<file path="src/rtl/sync_fifo_read_port.sv">
// sync_fifo_read_port: FIFO read side with a registered output stage; defining SYNC_FIFO_READ_PORT_COUNT_EN adds a word count output.
module sync_fifo_read_port #(
  parameter int depth     = 4,
  parameter int ptr_width = $clog2(depth) + 1,
  parameter int bit_width = 32
) (
  input  logic                 clk,
  input  logic                 rst_n,
  input  logic [ptr_width-1:0] w_ptr,
  output logic [ptr_width-1:0] r_ptr,
  output logic [ptr_width-2:0] raddr,
  input  logic [bit_width-1:0] rdata,
  input  logic                 flush,
  output logic                 deq_val,
  input  logic                 deq_rdy,
  output logic [bit_width-1:0] deq_msg,
  output logic                 empty
`ifdef SYNC_FIFO_READ_PORT_COUNT_EN
  ,
  output logic [ptr_width-1:0] count
`endif
);
  typedef enum logic {IDLE, HOLD} state_t;
  state_t r_state;
  logic   w_load;
  assign empty   = r_ptr == w_ptr;
  assign raddr   = r_ptr[ptr_width-2:0];
  assign deq_val = r_state == HOLD;
  assign w_load  = ~empty & (~deq_val | deq_rdy) & ~flush;
`ifdef SYNC_FIFO_READ_PORT_COUNT_EN
  assign count = (w_ptr - r_ptr) + ptr_width'(deq_val);
`endif
  // reset beats flush, flush beats load/accept
  always_ff @(posedge clk) begin
    if (!rst_n) begin
      r_ptr   <= '0;
      r_state <= IDLE;
      deq_msg <= '0;
    end else if (flush) begin
      r_ptr   <= w_ptr;
      r_state <= IDLE;
    end else if (w_load) begin
      deq_msg <= rdata;
      r_ptr   <= r_ptr + 1'b1;
      r_state <= HOLD;
    end else if (deq_rdy) begin
      r_state <= IDLE;
    end
  end
endmodule

</file>
<file path="config.mk">
export PLATFORM = sky130hd
export DESIGN_NAME = sync_fifo_read_port
export DESIGN_NICKNAME = d
export VERILOG_FILES = /design/src/rtl/sync_fifo_read_port.sv
export SDC_FILE = /design/constraint.sdc
export NUM_CORES = 1
export LEC_CHECK = 0
export BUFFER_PORTS_ARGS = -buffer_cell sky130_fd_sc_hd__buf_2
export CAP_MARGIN = 20
export CORE_MARGIN = 4
export CORE_UTILIZATION = 45
export CTS_BUF_LIST = sky130_fd_sc_hd__clkbuf_4 sky130_fd_sc_hd__clkbuf_8 sky130_fd_sc_hd__clkbuf_16
export DETAILED_ROUTE_END_ITERATION = 8
export GPL_ROUTABILITY_DRIVEN = 0
export PLACE_DENSITY = 0.8
export SLEW_MARGIN = 20
export SYNTH_ARGS = -nofsm -noshare
export SYNTH_HDL_FRONTEND = slang
export SYNTH_SLANG_ARGS = --single-unit
</file>
<file path="constraint.sdc">
create_clock -name clk -period 2.38 [get_ports clk]
set_input_delay 0.476 -clock clk [delete_from_list [all_inputs] [get_ports clk]]
set_output_delay 0.476 -clock clk [all_outputs]
set_load 0.1 [all_outputs]
</file>
==> flow_results.xml <==
<?xml version="1.0" encoding="UTF-8"?>
<metrics>
  <group name="status">
    <metric name="status" unit="">complete, no violations</metric>
  </group>
  <group name="cts">
    <metric name="cts.hold.buffers_added" unit="">0</metric>
    <metric name="clk_root_buffer_cell" unit="">sky130_fd_sc_hd__clkbuf_4</metric>
    <metric name="buffers_from_clock_root_to_sink_at_most" unit="">2</metric>
    <metric name="deepest_level_of_the_cts_h_tree" unit="">2</metric>
    <metric name="clock_latency_at_the_later_pin_of_the_worst_skew_pair" unit="ps">330</metric>
    <metric name="cts_repair_resize_count" unit="">0</metric>
    <metric name="cts_made_buffers" unit="">5</metric>
    <metric name="clock-sinks" unit="">36</metric>
    <metric name="tritoncts_clock_tree" unit="">done</metric>
    <metric name="worst_setup_hold_path_clk_slew" unit="ps">110</metric>
    <metric name="post_cts.repair.setup_buffers" unit="">0</metric>
  </group>
  <group name="timing">
    <metric name="tightestPinTransition" unit="ps">526</metric>
    <metric name="final-hold-violation-count" unit="">0</metric>
    <metric name="setup-tns-final" unit="ps">0</metric>
    <metric name="skew" unit="ps">8.89</metric>
    <metric name="finalWorstSetupSlack" unit="ps">263</metric>
    <metric name="final-max-slew-violation-count" unit="">0</metric>
    <metric name="final_critical_period" unit="ps">2120</metric>
    <metric name="rsz_0062_raised_after_global_routing" unit="">no</metric>
    <metric name="setup-violations-final" unit="">0</metric>
    <metric name="max-slew-margin-rel" unit="%">64.9</metric>
    <metric name="period_share" unit="%">88.9</metric>
    <metric name="max_freq" unit="GHz">0.472</metric>
  </group>
  <group name="drt">
    <metric name="drt_wl_total" unit="microns">3430</metric>
    <metric name="drt_pre_antenna_iters" unit="">5</metric>
    <metric name="wl_met1" unit="microns">1480</metric>
    <metric name="num_vias" unit="">1435</metric>
    <metric name="drt_first_iter_violations" unit="">87</metric>
    <metric name="dr.max_layer_used" unit="">met4</metric>
    <metric name="antenna_violating_nets_post_route" unit="">0</metric>
    <metric name="wl_met3" unit="microns">375</metric>
    <metric name="post_drt_wl_per_cell" unit="microns">11.7</metric>
    <metric name="vias_per_cell" unit="">4.90</metric>
    <metric name="dr_wl_met2" unit="microns">1530</metric>
    <metric name="drc" unit="">0</metric>
  </group>
  <group name="pwr">
    <metric name="lkg_pwr" unit="nW">1.05</metric>
    <metric name="peakVddDrop" unit="V">0.000397</metric>
    <metric name="cellPowerDensity" unit="nW/um^2">864</metric>
  </group>
  <group name="worst_setup_path">
    <metric name="critical_path.endpoint_type" unit="">output pin</metric>
    <metric name="worstSetupStartpointType" unit="">flop</metric>
    <metric name="crit_arrival" unit="ps">1640</metric>
    <metric name="timing.critical_path.cells" unit="">xor2_1 -&gt; nor3_4 -&gt; buf_2</metric>
    <metric name="worst_ep_required_time" unit="ps">1900</metric>
    <metric name="worstPathMaxFanout" unit="">6</metric>
    <metric name="type_of_the_worst_setup_path" unit="">reg -&gt; out</metric>
    <metric name="max_stage_delay" unit="ps">460</metric>
    <metric name="critPathSlowestCell" unit="">sky130_fd_sc_hd__buf_2</metric>
    <metric name="timing.critical_path.max_delay_family" unit="">buffers and inverters</metric>
    <metric name="timing.critical_path.buf_inv" unit="">1</metric>
  </group>
  <group name="layout">
    <metric name="num-nets-final" unit="">288</metric>
    <metric name="nFillCells" unit="">299</metric>
    <metric name="area_delta_synth_final" unit="%">29.8</metric>
    <metric name="num_antenna_cells" unit="">0</metric>
    <metric name="mostFrequentLayoutCell" unit="">sky130_fd_sc_hd__buf_2</metric>
    <metric name="layout-drive-gt1-share" unit="%">38.6</metric>
    <metric name="layout_common_cells" unit="">sky130_fd_sc_hd__buf_2 (77), sky130_fd_sc_hd__nand3_1 (65), sky130_fd_sc_hd__nand2_1 (33), sky130_fd_sc_hd__dfxtp_1 (33), sky130_fd_sc_hd__clkbuf_4 (7)</metric>
  </group>
  <group name="place">
    <metric name="port_buffers" unit="">77</metric>
    <metric name="dp_hpwl" unit="microns">2530</metric>
    <metric name="placement.setup.worst_slack" unit="ps">395</metric>
  </group>
  <group name="yosys">
    <metric name="synthDistinctLibCells" unit="">22</metric>
    <metric name="ys_seq_area_share" unit="%">48.2</metric>
    <metric name="synthCells" unit="">175</metric>
    <metric name="synthesis.area_per_instance" unit="sq um">8.54</metric>
    <metric name="synthesis.yosys.warnings" unit="">0</metric>
    <metric name="cell_area_after_synthesis" unit="sq um">1500</metric>
    <metric name="mappedNetlistNets" unit="">215</metric>
    <metric name="yosys_register_bits" unit="">36</metric>
  </group>
  <group name="die">
    <metric name="die_area" unit="sq um">4310</metric>
    <metric name="die_height" unit="microns">65.6</metric>
    <metric name="dieWidth" unit="microns">65.6</metric>
    <metric name="floorplan_core_area" unit="sq um">3130</metric>
    <metric name="core.rowCount" unit="">20</metric>
    <metric name="top_level_ports" unit="">78</metric>
    <metric name="initial_utilization" unit="%">47.8</metric>
  </group>
  <group name="global_routing">
    <metric name="grt_pass1_wl" unit="microns">5630</metric>
    <metric name="pin_count_of_the_biggest_net_entering_global_routing" unit="">37</metric>
    <metric name="globalRouteOverflowTotal" unit="">0</metric>
    <metric name="initial_antenna_violation_count" unit="">0</metric>
    <metric name="globalRouteTotalUtil" unit="%">16.8</metric>
    <metric name="first_global_vias" unit="">1291</metric>
  </group>
  <group name="flow_run">
    <metric name="maxCapViolations" unit="">0</metric>
  </group>
  <group name="min_path">
    <metric name="min_path_type" unit="">in -&gt; reg</metric>
  </group>
</metrics>
==> worst register-to-register path, stage by stage (launching register included) <==
cell and delay, ps:
sky130_fd_sc_hd__dfxtp_2 400, sky130_fd_sc_hd__xor2_1 430, sky130_fd_sc_hd__o311ai_4 160, sky130_fd_sc_hd__buf_4 230, sky130_fd_sc_hd__nand3_1 100, sky130_fd_sc_hd__nand2_1 60
==> stage by stage <==
| step | util [%] | hold WS, ps | cells | area (sq um) | total power [W] |
|---|---|---|---|---|---|
| final | 62.0 | 345 | 293 | 1940 | 0.00168 |
| after global routing | 62.0 | 339 | 293 | 1940 | 0.00175 |
| after CTS | 62.0 | 328 | 293 | 1940 | 0.00170 |
| after detailed placement | 59.9 | 439 | 285 | 1870 | 0.00134 |
| after global placement | 59.9 | 433 | 285 | 1870 | 0.00133 |
| after floorplan | - | 606 | 175 | 1510 | 0.00124 |
==> layer usage <==
metal / vias to the layer above / global-route usage, %
met5: - / 0
li1: 745 / -
met4: 0 / 6.22
met3: 7 / 5.81
met2: 63 / 27.5
met1: 620 / 20.0
==> cell type report <==
cell class	count	area, sq um	share of cell area (%)
sequential	36	724	37.3
multi-input combinational	122	668	34.4
timing repair buffer	82	423	21.8
clock buffer	8	66.3	3.42
tap	44	55.1	2.84
inverter	1	3.75	0.193
==> state kept, by name, summed over array words and instances, names as in the netlist <==
name	flops
deq_val	1
r_ptr	3
deq_msg	32
==> report_power, final <==
| part | internal, W | switching (W) |
|---|---|---|
| Combinational | 0.000114 | 0.000528 |
| Clock | 0.000169 | 0.000186 |
| Sequential | 0.000652 | 0.0000281 |
==> cells in the mapped netlist <==
library cell,instances,area share [%]
sky130_fd_sc_hd__clkbuf_1,1,0.25
sky130_fd_sc_hd__nand2b_1,1,0.42
sky130_fd_sc_hd__nand3_1,65,22
sky130_fd_sc_hd__buf_6,7,5.3
sky130_fd_sc_hd__ha_1,1,0.84
sky130_fd_sc_hd__inv_1,1,0.25
sky130_fd_sc_hd__nor3_1,1,0.33
sky130_fd_sc_hd__o21ai_1,1,0.33
sky130_fd_sc_hd__nand2_1,33,8.3
sky130_fd_sc_hd__xnor2_1,4,2.3
sky130_fd_sc_hd__o21ai_0,3,1.0
sky130_fd_sc_hd__o311ai_2,1,1.1
sky130_fd_sc_hd__o311ai_1,1,0.59
sky130_fd_sc_hd__xor2_1,4,2.3
sky130_fd_sc_hd__buf_4,2,1.0
sky130_fd_sc_hd__a31oi_1,1,0.42
sky130_fd_sc_hd__a311oi_4,1,1.8
sky130_fd_sc_hd__buf_1,3,0.75
sky130_fd_sc_hd__nor2b_1,1,0.42
sky130_fd_sc_hd__a21oi_1,4,1.3
sky130_fd_sc_hd__buf_2,3,1.0
sky130_fd_sc_hd__dfxtp_1,36,48
==> worst paths after layout <==
kind	to	startpoint	slack, ps	cells after the start
worst max-delay path	empty	r_ptr[0]$_SDFFE_PN0P_	260	3
worst min-delay path	deq_msg[16]$_SDFFE_PN0P_	rdata[16]	350	3
worst max register to register	deq_msg[8]$_SDFFE_PN0P_	r_ptr[1]$_SDFFE_PN0P_	910	5
worst min register to register	deq_msg[10]$_SDFFE_PN0P_	deq_msg[10]$_SDFFE_PN0P_	450	2
==> cell families after synthesis <==
family          count (synthesis)  synth area share [%]
compound gates                 12                  6.53
xor+xnor                        8                  4.69
fa+ha+maj                       1                 0.837
buf+inv                        17                  8.53
flops                          36                  48.2
simple gates                  101                  31.2
Power figures use the tool's default switching activity.
